$ cat src/rtl/fric_master_arbiter_pkg.sv
// Shared fric field widths, transaction codes and arbiter types.
// Used by fric_master_arbiter and its round-robin picker.
package fric_master_arbiter_pkg;

    localparam int unsigned FRIC_TYPE_W = 4;
    localparam int unsigned FRIC_PORT_W = 4;
    localparam int unsigned FRIC_ADDR_W = 8;
    localparam int unsigned FRIC_DATA_W = 16;

    localparam logic [3:0] FRIC_TYPE_NOP = 4'h0;
    localparam logic [3:0] FRIC_TYPE_RD  = 4'h1;
    localparam logic [3:0] FRIC_TYPE_WR  = 4'h2;

    localparam logic [15:0] FRIC_TIMEOUT_DATA = 16'hDEAD;

    typedef struct packed {
        logic [3:0]  typ;
        logic [3:0]  port;
        logic [7:0]  addr;
        logic [15:0] wdat;
    } fric_txn_t;

    typedef enum logic [1:0] {
        ST_IDLE,
        ST_ISSUE,
        ST_WAIT
    } arb_state_t;

endpackage

$ cat src/rtl/fric_master_arbiter_rr_pick.sv
// Combinational round-robin picker: first pending index at or above i_ptr,
// wrapping from NREQ-1 back to 0.
module fric_rr_pick #(
    parameter int NREQ = 4,
    parameter int PTRW = 2
) (
    input  logic [NREQ-1:0] i_pending,
    input  logic [PTRW-1:0] i_ptr,
    output logic [PTRW-1:0] o_grant,
    output logic            o_any
);

    always_comb begin
        int unsigned idx;
        o_grant = '0;
        // Walk from the farthest offset down so the nearest pending slot wins.
        for (int unsigned k = NREQ; k > 0; k--) begin
            idx = (32'(i_ptr) + k - 1) % NREQ;
            if (i_pending[PTRW'(idx)]) o_grant = PTRW'(idx);
        end
    end

    assign o_any = |i_pending;

endmodule

$ cat src/rtl/fric_master_arbiter.sv
// Shares the fric_client master port among NREQ requesters, one outstanding
// transaction at a time. Define FRIC_ARB_TIMEOUT_EN to bound the reply wait.
module fric_master_arbiter
    import fric_master_arbiter_pkg::*;
#(
    parameter int NREQ    = 4,
    parameter int PTRW    = 2,
    parameter int TIMEOUT = 255
) (
    input  logic               clk,
    input  logic               rst,
    input  logic [4*NREQ-1:0]  req_type,
    input  logic [4*NREQ-1:0]  req_port,
    input  logic [8*NREQ-1:0]  req_addr,
    input  logic [16*NREQ-1:0] req_wdat,
    input  logic [NREQ-1:0]    req_tstb,
    output logic [NREQ-1:0]    req_trdy,
    output logic [NREQ-1:0]    req_rstb,
    output logic [15:0]        req_rdat,
    output logic               req_rerr,
    output logic [3:0]         master_type,
    output logic [3:0]         master_port,
    output logic [7:0]         master_addr,
    output logic [15:0]        master_wdat,
    output logic               master_tstb,
    input  logic               master_trdy,
    input  logic               master_rstb,
    input  logic [15:0]        master_rdat,
    output logic               err_stray
);

    arb_state_t      r_state, w_state_nxt;
    fric_txn_t       r_slot [NREQ];
    fric_txn_t       r_mst;
    logic [NREQ-1:0] r_pending, r_trdy, r_rstb, w_capture, w_clr;
    logic [PTRW-1:0] r_ptr, r_grant, w_pick_grant, w_ptr_nxt;
    logic            w_pick_any, w_load_grant, w_reply, w_timeout;
    logic            r_mst_tstb, r_err_stray;
    logic [15:0]     r_rdat, w_reply_data;

    fric_rr_pick #(.NREQ(NREQ), .PTRW(PTRW)) u_pick (
        .i_pending (r_pending),
        .i_ptr     (r_ptr),
        .o_grant   (w_pick_grant),
        .o_any     (w_pick_any)
    );

    assign w_capture    = req_tstb & r_trdy;
    assign w_reply      = (r_state == ST_WAIT) && (master_rstb || w_timeout);
    assign w_clr        = w_reply ? (NREQ'(1) << r_grant) : '0;
    assign w_ptr_nxt    = (r_grant == PTRW'(NREQ - 1)) ? '0 : r_grant + PTRW'(1);
    assign w_reply_data = master_rstb ? master_rdat : FRIC_TIMEOUT_DATA;

    always_comb begin
        w_state_nxt  = r_state;
        w_load_grant = 1'b0;
        case (r_state)
            ST_IDLE: begin
                if (master_trdy && w_pick_any) begin
                    w_state_nxt  = ST_ISSUE;
                    w_load_grant = 1'b1;
                end
            end
            ST_ISSUE: w_state_nxt = ST_WAIT;
            ST_WAIT:  if (w_reply) w_state_nxt = ST_IDLE;
            default:  w_state_nxt = ST_IDLE;
        endcase
    end

    always_ff @(posedge clk or posedge rst) begin
        if (rst) r_state <= ST_IDLE;
        else     r_state <= w_state_nxt;
    end

    always_ff @(posedge clk or posedge rst) begin
        if (rst) begin
            r_pending   <= '0;
            r_trdy      <= '1;
            r_ptr       <= '0;
            r_grant     <= '0;
            r_mst       <= '0;
            r_mst_tstb  <= 1'b0;
            r_rstb      <= '0;
            r_rdat      <= '0;
            r_err_stray <= 1'b0;
            for (int unsigned i = 0; i < NREQ; i++) r_slot[i] <= '0;
        end else begin
            // Replying slot's trdy is still 0, so capture and clear never collide.
            r_pending <= (r_pending | w_capture) & ~w_clr;
            r_trdy    <= (r_trdy & ~w_capture) | w_clr;
            for (int unsigned i = 0; i < NREQ; i++) begin
                if (w_capture[i])
                    r_slot[i] <= {req_type[4*i +: 4], req_port[4*i +: 4],
                                  req_addr[8*i +: 8], req_wdat[16*i +: 16]};
            end
            if (w_load_grant) r_grant <= w_pick_grant;
            r_mst_tstb <= (r_state == ST_ISSUE);
            if (r_state == ST_ISSUE) r_mst <= r_slot[r_grant];
            r_rstb <= w_clr;
            if (w_reply) begin
                r_rdat <= w_reply_data;
                r_ptr  <= w_ptr_nxt;
            end
            if (master_rstb && (r_state != ST_WAIT)) r_err_stray <= 1'b1;
        end
    end

`ifdef FRIC_ARB_TIMEOUT_EN
    localparam int unsigned TW = (TIMEOUT > 1) ? $clog2(TIMEOUT) : 1;
    logic [TW-1:0] r_tcnt;
    logic          r_rerr;

    assign w_timeout = (r_tcnt == TW'(TIMEOUT - 1));

    always_ff @(posedge clk or posedge rst) begin
        if (rst) begin
            r_tcnt <= '0;
            r_rerr <= 1'b0;
        end else begin
            r_tcnt <= (r_state == ST_WAIT) ? r_tcnt + TW'(1) : '0;
            r_rerr <= w_reply && !master_rstb;
        end
    end

    assign req_rerr = r_rerr;
`else
    logic w_unused_timeout;
    assign w_unused_timeout = (TIMEOUT != 0);
    assign w_timeout        = 1'b0;
    assign req_rerr         = 1'b0;
`endif

    assign req_trdy    = r_trdy;
    assign req_rstb    = r_rstb;
    assign req_rdat    = r_rdat;
    assign master_type = r_mst.typ;
    assign master_port = r_mst.port;
    assign master_addr = r_mst.addr;
    assign master_wdat = r_mst.wdat;
    assign master_tstb = r_mst_tstb;
    assign err_stray   = r_err_stray;

endmodule

$ cat config.mk
export PLATFORM = sky130hd
export DESIGN_NAME = fric_master_arbiter
export DESIGN_NICKNAME = d
export VERILOG_FILES = /design/src/rtl/fric_master_arbiter_pkg.sv /design/src/rtl/fric_master_arbiter_rr_pick.sv /design/src/rtl/fric_master_arbiter.sv
export SDC_FILE = /design/constraint.sdc
export NUM_CORES = 1
export LEC_CHECK = 0
export ABC_AREA = 1
export CORE_MARGIN = 2
export CORE_UTILIZATION = 45
export DETAILED_ROUTE_END_ITERATION = 10
export HOLD_SLACK_MARGIN = 0.03
export PLACE_DENSITY = 0.77
export SLEW_MARGIN = 0
export SYNTH_ARGS = -nofsm -noshare
export SYNTH_HDL_FRONTEND = slang
export SYNTH_SLANG_ARGS = --single-unit
$ cat constraint.sdc
create_clock -name clk -period 7.45 [get_ports clk]
set_input_delay 1.8625 -clock clk [delete_from_list [all_inputs] [get_ports clk]]
set_output_delay 1.8625 -clock clk [all_outputs]
set_load 0.02 [all_outputs]
### Word-level counts from Yosys, hierarchy flattened

Index checks and enable logic that the tools add are counted.

| cells by class | value |
|---|---|
| muxes and demuxes | 23 |
| magnitude comparators | 5 |
| reductions and logical operators | 6 |
| $mul | 0 |
| bitwise operators | 8 |
| shift-type cells | 1 |
| divide/modulo/power cells | 0 |
| add/subtract/negate cells | 9 |
| equality and inequality tests | 6 |

Operator list:

| operator | count |
|---|---|
| $bmux 32 s2 | 1 |
| $mux 32 | 2 |
| $mux 16 | 1 |
| $mux 2 | 7 |
| $and 4x4->4 | 3 |
| $lt 2x3->1 const B | 4 |
| $bmux 1 s2 | 4 |
| $not 4->4 | 2 |
| $or 4x4->4 | 2 |
| $sub 2x1->2 const B | 4 |
| $add 2x1->2 const B | 3 |
| $mux 1 | 6 |
| $ne 2x2->1 const B | 3 |
| $pmux 2 s3 | 1 |
| $add 2x2->2 const B | 2 |
| $eq 2x2->1 const B | 2 |
| $mux 4 | 1 |
| $reduce_or 4->1 | 1 |
| $shl 1x2->4 const A | 1 |
| $ge 3x3->1 const B | 1 |
| $logic_and 1x1->1 | 3 |
| $not 2->3 | 1 |
| $eq 2x1->1 const B | 1 |
| $logic_not 2->1 | 1 |
| $reduce_and 2->1 | 1 |

| word-level totals | value |
|---|---|
| register bits | 196 |
| memories | 0 |
| latch bits | 0 |
| RAM bits | 0 |
| input port bits | 152 |
| bits in read-only memories | 0 |
| output and inout port bits | 59 |
| word-level logic and storage cells | 87 |

### Longest topological paths before layout

Gate-level depths: netlist of the first run.

| depth | value |
|---|---|
| depth in word-level cells | 8 |
| mapped depth | 11 |
| depth with buffers taken out | 10 |

### By module

A second synthesis of the first run with hierarchy kept.

| second synthesis, totals | value |
|---|---|
| cell total of the unflattened synthesis | 1115 |
| area total of the unflattened synthesis | 8829.7 um^2 |

Modules (own cells, without submodules):

| module | seq. area each (um^2) | area each (um^2) | times used | cells an instance |
|---|---|---|---|---|
| fric_master_arbiter | 4909.7 | 8640.8 | 1 | 1069 |
| fric_rr_pick | 0.0 | 188.9 | 1 | 46 |

### Least setup slack after synthesis of the first run

OpenSTA, ideal clock, no wires.

| timing path | value |
|---|---|
| kind | input -> register |
| from | input req_tstb[0] |
| to | register r_slot[105] (netlist bit) |
| arrival time | 2.562 ns |
| stages on the path | 3 |
| library setup time | 0.125 ns |
| path buffers | 1 |
| data required time | 7.325 ns |
| path slack | 4.764 ns |
| cells stage by stage | nand2_1 -> buf_2 -> mux2_2 |

| between the ends | value |
|---|---|
| longest elaborated chain between the ends | 1 |

Ends and longest elaborated chain:

| what | RTL line | source |
|---|---|---|
| from (decl) | fric_master_arbiter.sv:16 | `input logic [NREQ-1:0] req_tstb,` |
| $and 4x4->4 | fric_master_arbiter.sv:48 | `assign w_capture = req_tstb & r_trdy;` |
| to (signal, indexed assignment) | fric_master_arbiter.sv:93 | `r_slot[i] <= {req_type[4*i +: 4], req_port[4*i +: 4],` |
| to (decl) | fric_master_arbiter.sv:33 | `fric_txn_t r_slot [NREQ];` |

Every way passes these cells.
A chain may end at the register's enable or synchronous reset.

### Worst setup path after layout of the first run

| timing path | value |
|---|---|
| from | input req_tstb[3] |
| to | register r_slot[5] (netlist bit) |

Same word-level chain as after synthesis.

==> flow_metrics.env, run 1 <==
export IMPL_run_status="completed"
export IMPL_layout_commonest_cell="sky130_fd_sc_hd__nand2_1"
export IMPL_ratio_of_cells_with_drive_above_1_in_the_final_layout_pct=8.08
export IMPL_layout_cells_most_common_list="sky130_fd_sc_hd__nand2_1, sky130_fd_sc_hd__clkdlybuf4s50_1, sky130_fd_sc_hd__dfrtp_1, sky130_fd_sc_hd__nor2_1, sky130_fd_sc_hd__o21ai_0"
export IMPL_cpMostUsedCell="sky130_fd_sc_hd__nand2_1"
export IMPL_gr_total_overflow=0
export IMPL_crit_path_start_kind="input pin"
export IMPL_period_minus_slack_ns=3.60
export IMPL_syn_instance_count=948
export IMPL_syn_mean_instance_area_um2=8.87
export IMPL_drc_errors=0
export IMPL_wirelength_um=23000
export IMPL_grt_first_pass_wirelength_um=36800
export IMPL_grt_total_usage_pct=23.7
export IMPL_yosysWarningCount=0
export IMPL_worst_path_max_fanout=45
export IMPL_unrepaired_setup_endpoints_after_global_routing="false"
export IMPL_drt_vias_per_instance=5.21
export IMPL_maxCapViolations=0
export IMPL_fp_dieW_um=141
export IMPL_firstDrtPassIters=5
export IMPL_static_leakage_power_nw=5.17
export IMPL_cts_repair_resized=0
export IMPL_syn_cell_area_um2=8410
export IMPL_die_area_um2=19800
export IMPL_fin_skew_ns=0.0108
export IMPL_crit_path_top_delay_cell="sky130_fd_sc_hd__inv_2"
export IMPL_max_clock_freq_ghz=0.278
export IMPL_grt_pass1_vias=7033
export IMPL_portBuffers=209
export IMPL_netlist_top_cell_by_area="sky130_fd_sc_hd__dfrtp_1"
export IMPL_grt_max_degree=129
export IMPL_number_of_rows_in_the_core_area=50
export IMPL_multi_input_comb_area_um2=3020
export IMPL_post_cts_setup_buffers=0
export IMPL_fin_nets=1282
export IMPL_arrival_ns=3.94
export IMPL_report_final_hold_viol_count=0
export IMPL_max_slew_margin_rel_pct=33.0
export IMPL_seq_area_um2=4910
export IMPL_ctsLongestPathBuffers=2
export IMPL_clkTransAtPathRegs_ns=0.07
export IMPL_antenna_cells=0
export IMPL_worstHoldPathType="flip-flop to flip-flop"
export IMPL_clockRootBuffer="sky130_fd_sc_hd__clkbuf_16"
export IMPL_crit_path_cell_trace="clkdlybuf4s50_1 -> nand2_1 -> inv_2 -> nand2_1 -> o21ai_0"
export IMPL_detail_route_wl_per_cell_um=16.7
export IMPL_tritoncts="done"
export IMPL_cp_required_ns=7.79
export IMPL_synth_distinct_cells=32
export IMPL_dr_total_vias=7160
export IMPL_detailed_placer_s_ending_hpwl_um=15200
export IMPL_mappedNetlistNets=1104
export IMPL_worst_hold_slack_ns=0.456
export IMPL_worst_path_dominant_cell_family="buffers and inverters"
export IMPL_globalplace_congestion=0.868
export IMPL_design_core_area_um2=18500
export IMPL_htree_levels=4
export IMPL_final_max_slew_violation_count=0
export IMPL_fin_setup_tns_ns=0
export IMPL_die_height_um=141
export IMPL_overall_power_w=0.00455
export IMPL_synthDominantCellAreaShare_pct=57.1
export IMPL_setup_viol=0
export IMPL_cp_slowest_stage_delay_ns=0.81
export IMPL_ratio_of_final_minimum_period_to_clock_period_pct=48.3
export IMPL_synth_seq_area_share_pct=58.4
export IMPL_synth_ff_latch_count=196
export IMPL_initial_utilization_pct=45.4
export IMPL_drc_violation_total_after_the_first_tritonroute_iteration=605
export IMPL_vdd_drop_max_mv=0.207
export IMPL_n_fill_cell=1628
export IMPL_ant_nets=0
export IMPL_clock_sink_count=196
export IMPL_tightestPinTransition_ns=1.00
export IMPL_critical_path_n_buffers_inverters=2
export IMPL_powerDensity_nw_per_um2=409
export IMPL_areaGrowthSynthToFinish_pct=32.4
export IMPL_cts_made_buffers=17
export IMPL_cts_hold_buffers_added=0
export IMPL_post_synth_main_area_contributors="sky130_fd_sc_hd__dfrtp_1, sky130_fd_sc_hd__nand2_1, sky130_fd_sc_hd__nor2_1"
export IMPL_setup_reg_to_reg_worst_slack_ns=5.21
export IMPL_num_io_pins=211
export IMPL_grt_antenna_before_repair=0
export IMPL_worst_skew_pair_late_latency_ns=0.43
export IMPL_timing_critical_path_to_type="flip-flop"
export IMPL_critical_path_class="input pin to flip-flop"
[metrics by stage]
step / utilization [%] / std cells / setup WS [ns] / area [um2]
floorplan: - / 948 / 0.254 / 8410
finish: 60.1 / 1373 / 3.85 / 11100
CTS: 60.1 / 1373 / 3.85 / 11100
global route: 60.1 / 1373 / 3.66 / 11100
detailed placement: 57.1 / 1341 / 3.39 / 10600
global placement: 57.1 / 1341 / 3.44 / 10600
[cell families (layout without fill, tap and decap cells)]
group	after synthesis	count (layout)	synth area share, %
AOI/OAI and AO/OA	149	149	10.0
adders and majority gates	4	4	0.595
buffers and inverters	108	299	5.79
DFF	196	196	58.4
muxes	32	32	4.28
other	1	1	0.0446
and+or+nand+nor	458	458	20.9
[metal layers]
metal  wire (um)  global-route usage [%]  vias to the layer above  part of all wire (%)
li1            -                       -                     3375                     -
met1       10200                    33.7                     3450                    44
met2       10600                    36.9                      289                    46
met3        1570                    4.38                       46                   6.8
met4         590                    8.37                        0                   2.6
met5           0                       0                        -                     0
[flip-flops by register name, summed over array words and instances (netlist names)]
register and count:
master_addr 8, r_pending 4, r_grant 2, master_wdat 16
req_rstb 4, r_ptr 2, req_rdat 16, master_port 4
r_slot 128, master_type 4, master_tstb 1, err_stray 1
req_trdy 4, r_state 2
[cells in the mapped netlist (all sizes together)]
master,n
o21ai,81
nand3,11
o211ai,12
nor2,122
dfrtp,192
ha,4
conb,1
o22ai,7
dfstp,4
o21bai,1
a31oi,32
and2,2
a21o,1
mux2,32
buf,39
inv,52
clkbuf,16
clkinv,1
a41oi,1
nand2,323
a21oi,14
[path summary, 6_finish.rpt]
check,startpoint,end,depth (start not counted)
worst max-delay path,req_tstb[3],r_slot[5],5
worst min-delay path,err_stray,err_stray,1
worst max register to register,r_grant[1],r_ptr[1],4
worst min register to register,err_stray,err_stray,1
max in group asynchronous,rst,r_slot[36],3
min in group asynchronous,rst,r_slot[1],2
[area by class of cell]
| cell class | count | area share [%] |
|---|---|---|
| repair buffers | 214 | 19.1 |
| multi-input cells | 644 | 27.2 |
| well taps | 234 | 2.63 |
| flip-flops and latches | 196 | 44.1 |
| clock inverters | 14 | 1.15 |
| inverters | 53 | 1.91 |
| clock buffers | 18 | 3.94 |
[power by group]
group	switching (W)	internal [W]	total, W
clock	0.000419	0.000472	0.000891
sequential	0.000311	0.00157	0.00188
combinational	0.00102	0.000763	0.00178
[worst register-to-register path, cell delays in order (launching register included)]
cell and delay (ns):
sky130_fd_sc_hd__dfrtp_2 1.03, sky130_fd_sc_hd__inv_2 0.50, sky130_fd_sc_hd__ha_1 0.43, sky130_fd_sc_hd__nand2_1 0.06
sky130_fd_sc_hd__o21ai_0 0.07
Power figures use the tool's default switching activity.
==> inputs of run 2 (changes only) <==
--- a/config.mk
+++ b/config.mk
@@ -7,10 +7,10 @@
 export LEC_CHECK = 0
 export ABC_AREA = 1
 export CORE_MARGIN = 2
-export CORE_UTILIZATION = 45
+export CORE_UTILIZATION = 49
 export DETAILED_ROUTE_END_ITERATION = 10
 export HOLD_SLACK_MARGIN = 0.03
-export PLACE_DENSITY = 0.77
+export PLACE_DENSITY = 0.8
 export SLEW_MARGIN = 0
 export SYNTH_ARGS = -nofsm -noshare
 export SYNTH_HDL_FRONTEND = slang
==> constraint.sdc (replaced) <==
create_clock -name clk -period 3.6 [get_ports clk]
set_input_delay 0.9 -clock clk [delete_from_list [all_inputs] [get_ports clk]]
set_output_delay 0.9 -clock clk [all_outputs]
set_load 0.02 [all_outputs]
==> run 2 against run 1 <==
Die area shrank 7.9%. Setup slack lost 2.7 ns. Final area rose by 0.54%. Sequential share of layout area decreased by 0.24 points. Utilization up 6.9 points. Hold slack gained 0.0064 ns. Highest routed layer unchanged. Non-clock buffer count grew 7. Via count is 0.75% lower. Power increased by 110%. Register-to-register slack got worse by 3.4 ns. Critical path depth down 4. Clock-buffer cell count is 1 higher.
==> flow_metrics.env, run 2 (synthesized netlist as in run 1, its figures left out) <==
export IMPL_dr_total_vias=7106
export IMPL_areaGrowthSynthToFinish_pct=33.1
export IMPL_grt_first_pass_wirelength_um=35900
export IMPL_ant_nets=0
export IMPL_clkTransAtPathRegs_ns=0.07
export IMPL_ratio_of_cells_with_drive_above_1_in_the_final_layout_pct=8.38
export IMPL_gr_total_overflow=0
export IMPL_tritoncts="done"
export IMPL_grt_most_used_layer="met2"
export IMPL_critical_path_class="flip-flop to output port"
export IMPL_setup_viol=0
export IMPL_grtUsageMet1_pct=34.1
export IMPL_cts_repair_resized=0
export IMPL_worst_hold_slack_ns=0.463
export IMPL_cts_hold_buffers_added=0
export IMPL_die_height_um=135
export IMPL_clock_sink_count=196
export IMPL_drc_errors=0
export IMPL_grt_pass1_vias=7068
export IMPL_crit_path_cell_trace="clkdlybuf4s50_1"
export IMPL_global_route_usage_met2_pct=41.7
export IMPL_worst_path_dominant_cell_family="buffers and inverters"
export IMPL_ratio_of_final_minimum_period_to_clock_period_pct=69.0
export IMPL_cts_made_buffers=17
export IMPL_ctsLongestPathBuffers=2
export IMPL_firstDrtPassIters=5
export IMPL_htree_levels=4
export IMPL_fin_nets=1289
export IMPL_static_leakage_power_nw=5.22
export IMPL_run_status="completed"
export IMPL_wirelength_um=22400
export IMPL_drc_violation_total_after_the_first_tritonroute_iteration=522
export IMPL_number_of_rows_in_the_core_area=47
export IMPL_use_met3_pct=5.59
export IMPL_vdd_drop_max_mv=0.405
export IMPL_largest_register="r_slot"
export IMPL_design_core_area_um2=16700
export IMPL_period_minus_slack_ns=2.49
export IMPL_max_slew_margin_rel_pct=36.9
export IMPL_powerDensity_nw_per_um2=842
export IMPL_post_cts_setup_buffers=0
export IMPL_grt_max_degree=109
export IMPL_cp_slowest_stage_delay_ns=0.62
export IMPL_cp_required_ns=2.70
export IMPL_initial_utilization_pct=50.4
export IMPL_fin_setup_tns_ns=0
export IMPL_fin_skew_ns=0.0107
export IMPL_detailed_placer_s_ending_hpwl_um=15000
export IMPL_drt_vias_per_instance=5.21
export IMPL_max_clock_freq_ghz=0.402
export IMPL_clockRootBuffer="sky130_fd_sc_hd__clkbuf_16"
export IMPL_maxCapViolations=0
export IMPL_unrepaired_setup_endpoints_after_global_routing="false"
export IMPL_worst_skew_pair_late_latency_ns=0.43
export IMPL_globalplace_congestion=0.907
export IMPL_num_io_pins=211
export IMPL_worst_path_max_fanout=3
export IMPL_report_final_hold_viol_count=0
export IMPL_crit_path_start_kind="flip-flop"
export IMPL_layout_cells_most_common_list="sky130_fd_sc_hd__nand2_1, sky130_fd_sc_hd__clkdlybuf4s50_1, sky130_fd_sc_hd__dfrtp_1, sky130_fd_sc_hd__nor2_1, sky130_fd_sc_hd__o21ai_0"
export IMPL_arrival_ns=1.59
export IMPL_grt_total_usage_pct=25.4
export IMPL_final_max_slew_violation_count=0
export IMPL_detail_route_wl_per_cell_um=16.4
export IMPL_timing_critical_path_to_type="output port"
export IMPL_tightestPinTransition_ns=0.947
export IMPL_grt_antenna_before_repair=0
export IMPL_die_area_um2=18200
export IMPL_portBuffers=209
export IMPL_worstHoldPathType="flip-flop to flip-flop"
export IMPL_largest_register_ff_count=128
export IMPL_layout_commonest_cell="sky130_fd_sc_hd__nand2_1"
export IMPL_critical_path_n_buffers_inverters=1
export IMPL_fp_dieW_um=135
export IMPL_crit_path_top_delay_cell="sky130_fd_sc_hd__clkdlybuf4s50_1"
export IMPL_antenna_cells=0
[run 2: cell types whose count changed in the layout (fill, tap and decap cells not counted), sizes merged]
cell / change
clkinvlp: -1
buf: +7
inv: -2
clkbuf: +1
bufinv: +1
[run 2: where the power goes]
part | internal, W | total (W) | switching, W
sequential | 0.00325 | 0.00379 | 0.000546
clock | 0.00104 | 0.00185 | 0.000808
combinational | 0.00160 | 0.00379 | 0.00219
[run 2: metrics by stage]
step	setup slack, ns	power [W]	std cells	area (um2)	utilization [%]
finish	1.11	0.00943	1365	11200	67.1
global route	1.08	0.0101	1365	11200	67.1
CTS	1.10	0.00948	1365	11200	67.1
detailed placement	0.997	0.00760	1334	10600	63.6
global placement	1.07	0.00746	1334	10600	63.6
floorplan	0.171	0.00620	948	8420	-
[run 2: area by class of cell]
class / instances / area, um2
Clock inverter: 12 / 130
Sequential cell: 196 / 4910
Inverter: 53 / 209
Fill cell: 1361 / 5500
Multi-Input combinational cell: 644 / 3020
Tap cell: 220 / 275
Clock buffer: 19 / 443
Timing Repair Buffer: 221 / 2210
[run 2: path summary, 6_finish.rpt]
check	slack, ns	cells after the start	end	from
max	1.11	1	req_trdy[2]	req_trdy[2]
min	0.46	1	err_stray	err_stray
max reg2reg	1.78	5	r_ptr[0]	r_grant[0]
min reg2reg	0.46	1	err_stray	err_stray
max in group asynchronous	2.10	3	r_grant[0]	rst
min in group asynchronous	0.99	3	r_slot[0]	rst
[run 2: metal layers]
metal / vias to the layer above / wire length, um
met5: - / 0
met4: 0 / 330
met3: 29 / 1550
met2: 289 / 11000
met1: 3409 / 9570
li1: 3379 / -
==> inputs of run 3 (changes only) <==
==> constraint.sdc (replaced) <==
create_clock -name clk -period 2.5 [get_ports clk]
set_input_delay 0.625 -clock clk [delete_from_list [all_inputs] [get_ports clk]]
set_output_delay 0.625 -clock clk [all_outputs]
set_load 0.02 [all_outputs]
==> run 3 against run 2 <==
Flip-flop and latch count is the same. Cell count up 0.44%. Setup slack lost 0.86 ns. Global-route usage rose by 0.28 points. Clock power increased by 52%. Power is 46% higher. Via count increased by 0.83%. Critical endpoint is now req_trdy[3]. Largest cell class unchanged. Highest routed layer unchanged.
==> flow_metrics.env, run 3 (synthesized netlist as in run 1, its figures left out) <==
export IMPL_whs_path_depth=1
export IMPL_die_height_um=135
export IMPL_antenna_cells=0
export IMPL_max_clock_freq_ghz=0.446
export IMPL_fp_dieW_um=135
export IMPL_globalplace_congestion=0.861
export IMPL_initial_utilization_pct=50.4
export IMPL_report_final_hold_viol_count=0
export IMPL_areaGrowthSynthToFinish_pct=34.8
export IMPL_powerDensity_nw_per_um2=1220
export IMPL_drc_errors=0
export IMPL_arrival_ns=1.62
export IMPL_seq_area_um2=4910
export IMPL_grt_max_degree=92
export IMPL_worst_path_max_fanout=3
export IMPL_crit_path_cell_trace="clkdlybuf4s50_1"
export IMPL_grt_pass1_vias=7213
export IMPL_detail_route_wl_per_cell_um=16.7
export IMPL_overall_power_w=0.0138
export IMPL_die_area_um2=18200
export IMPL_worst_skew_pair_late_latency_ns=0.44
export IMPL_cts_hold_buffers_added=0
export IMPL_largest_register_ff_count=128
export IMPL_r2r_end="master_addr[2]"
export IMPL_drt_vias_per_instance=5.23
export IMPL_design_core_area_um2=16700
export IMPL_run_status="completed"
export IMPL_crit_path_top_delay_cell="sky130_fd_sc_hd__clkdlybuf4s50_1"
export IMPL_grt_antenna_before_repair=1
export IMPL_setup_viol=0
export IMPL_fin_nets=1294
export IMPL_worst_path_dominant_cell_family="buffers and inverters"
export IMPL_n_fill_cell=1311
export IMPL_firstDrtPassIters=6
export IMPL_finalCoreUtilization_pct=67.9
export IMPL_grt_first_pass_wirelength_um=36200
export IMPL_largest_register="r_slot"
export IMPL_unrepaired_setup_endpoints_after_global_routing="false"
export IMPL_multi_input_comb_area_um2=3020
export IMPL_vdd_drop_max_mv=0.696
export IMPL_detailed_placer_s_ending_hpwl_um=15400
export IMPL_static_leakage_power_nw=5.28
export IMPL_cts_made_buffers=17
export IMPL_number_of_rows_in_the_core_area=47
export IMPL_htree_levels=4
export IMPL_rr_startpoint="r_grant[0]"
export IMPL_tritoncts="done"
export IMPL_timing_critical_path_to_type="output port"
export IMPL_clockRootBuffer="sky130_fd_sc_hd__clkbuf_16"
export IMPL_path_depth_of_the_worst_reg2reg_path=3
export IMPL_layout_commonest_cell="sky130_fd_sc_hd__nand2_1"
export IMPL_wirelength_um=22800
export IMPL_num_io_pins=211
export IMPL_grt_total_usage_pct=25.7
export IMPL_fin_skew_ns=0.0116
export IMPL_clock_sink_count=196
export IMPL_layout_cells_most_common_list="sky130_fd_sc_hd__nand2_1, sky130_fd_sc_hd__clkdlybuf4s50_1, sky130_fd_sc_hd__dfrtp_1, sky130_fd_sc_hd__nor2_1, sky130_fd_sc_hd__o21ai_0"
export IMPL_ant_nets=0
export IMPL_gr_total_overflow=0
export IMPL_final_max_slew_violation_count=0
export IMPL_dr_total_vias=7165
export IMPL_crit_path_start_kind="flip-flop"
export IMPL_ctsLongestPathBuffers=2
export IMPL_portBuffers=209
export IMPL_max_slew_margin_rel_pct=60.5
export IMPL_ratio_of_cells_with_drive_above_1_in_the_final_layout_pct=8.95
export IMPL_critical_path_n_buffers_inverters=1
export IMPL_critical_path_class="flip-flop to output port"
export IMPL_worstHoldEndpoint="err_stray"
export IMPL_post_cts_setup_buffers=0
export IMPL_drc_violation_total_after_the_first_tritonroute_iteration=533
export IMPL_period_minus_slack_ns=2.24
export IMPL_ratio_of_final_minimum_period_to_clock_period_pct=89.8
export IMPL_cp_required_ns=1.88
export IMPL_tightestPinTransition_ns=0.592
export IMPL_maxCapViolations=0
export IMPL_clkTransAtPathRegs_ns=0.08
export IMPL_setup_reg_to_reg_worst_slack_ns=0.79
export IMPL_worst_hold_slack_ns=0.464
export IMPL_cp_slowest_stage_delay_ns=0.64
export IMPL_worstHoldPathType="flip-flop to flip-flop"
export IMPL_cts_repair_resized=0
export IMPL_hp_start="err_stray"
[run 3: stage by stage]
step           setup TNS, ns  instance area [um2]  instances  setup WS, ns
6_report                   0                11300       1371         0.256
3_3_place_gp               0                10700       1339         0.536
5_1_grt                    0                11300       1371         0.220
4_1_cts                    0                11300       1371         0.248
3_5_place_dp               0                10700       1339         0.513
2_1_floorplan        -125.64                 8420        948        -0.654
[run 3: worst max path at each step]
| stage | from | endpoint | slack, ns | cells after the start |
|---|---|---|---|---|
| final | req_trdy[3] | req_trdy[3] | 0.26 | 1 |
| after global routing | req_trdy[3] | req_trdy[3] | 0.22 | 1 |
| after CTS | req_trdy[3] | req_trdy[3] | 0.25 | 1 |
| after detailed placement | req_tstb[3] | r_slot[21] | 0.51 | 6 |
| after global placement | req_tstb[3] | r_slot[25] | 0.54 | 6 |
| after floorplan | rst | err_stray | -0.65 | 1 |
[run 3: metal layers]
layer / vias up / GRT usage (%) / routed length, um
met4: 0 / 10.2 / 624
met5: - / 0 / 0
met1: 3407 / 33.9 / 9700
met3: 47 / 5.11 / 1680
li1: 3409 / - / -
met2: 302 / 42.1 / 10800
[run 3: report_power, final]
| group | internal (W) | switching [W] | total [W] | leakage [nW] |
|---|---|---|---|---|
| combinational | 0.00235 | 0.00316 | 0.00551 | 2.61 |
| clock | 0.00154 | 0.00128 | 0.00282 | 0.294 |
| sequential | 0.00467 | 0.000815 | 0.00549 | 2.38 |
[run 3: final cells by class]
class / count / share of cell area [%]
Sequential cell: 196 / 43.3
Multi-Input combinational cell: 644 / 26.6
Timing Repair Buffer: 226 / 20.4
Clock buffer: 18 / 3.87
Tap cell: 220 / 2.43
Inverter: 53 / 1.84
Clock inverter: 14 / 1.47
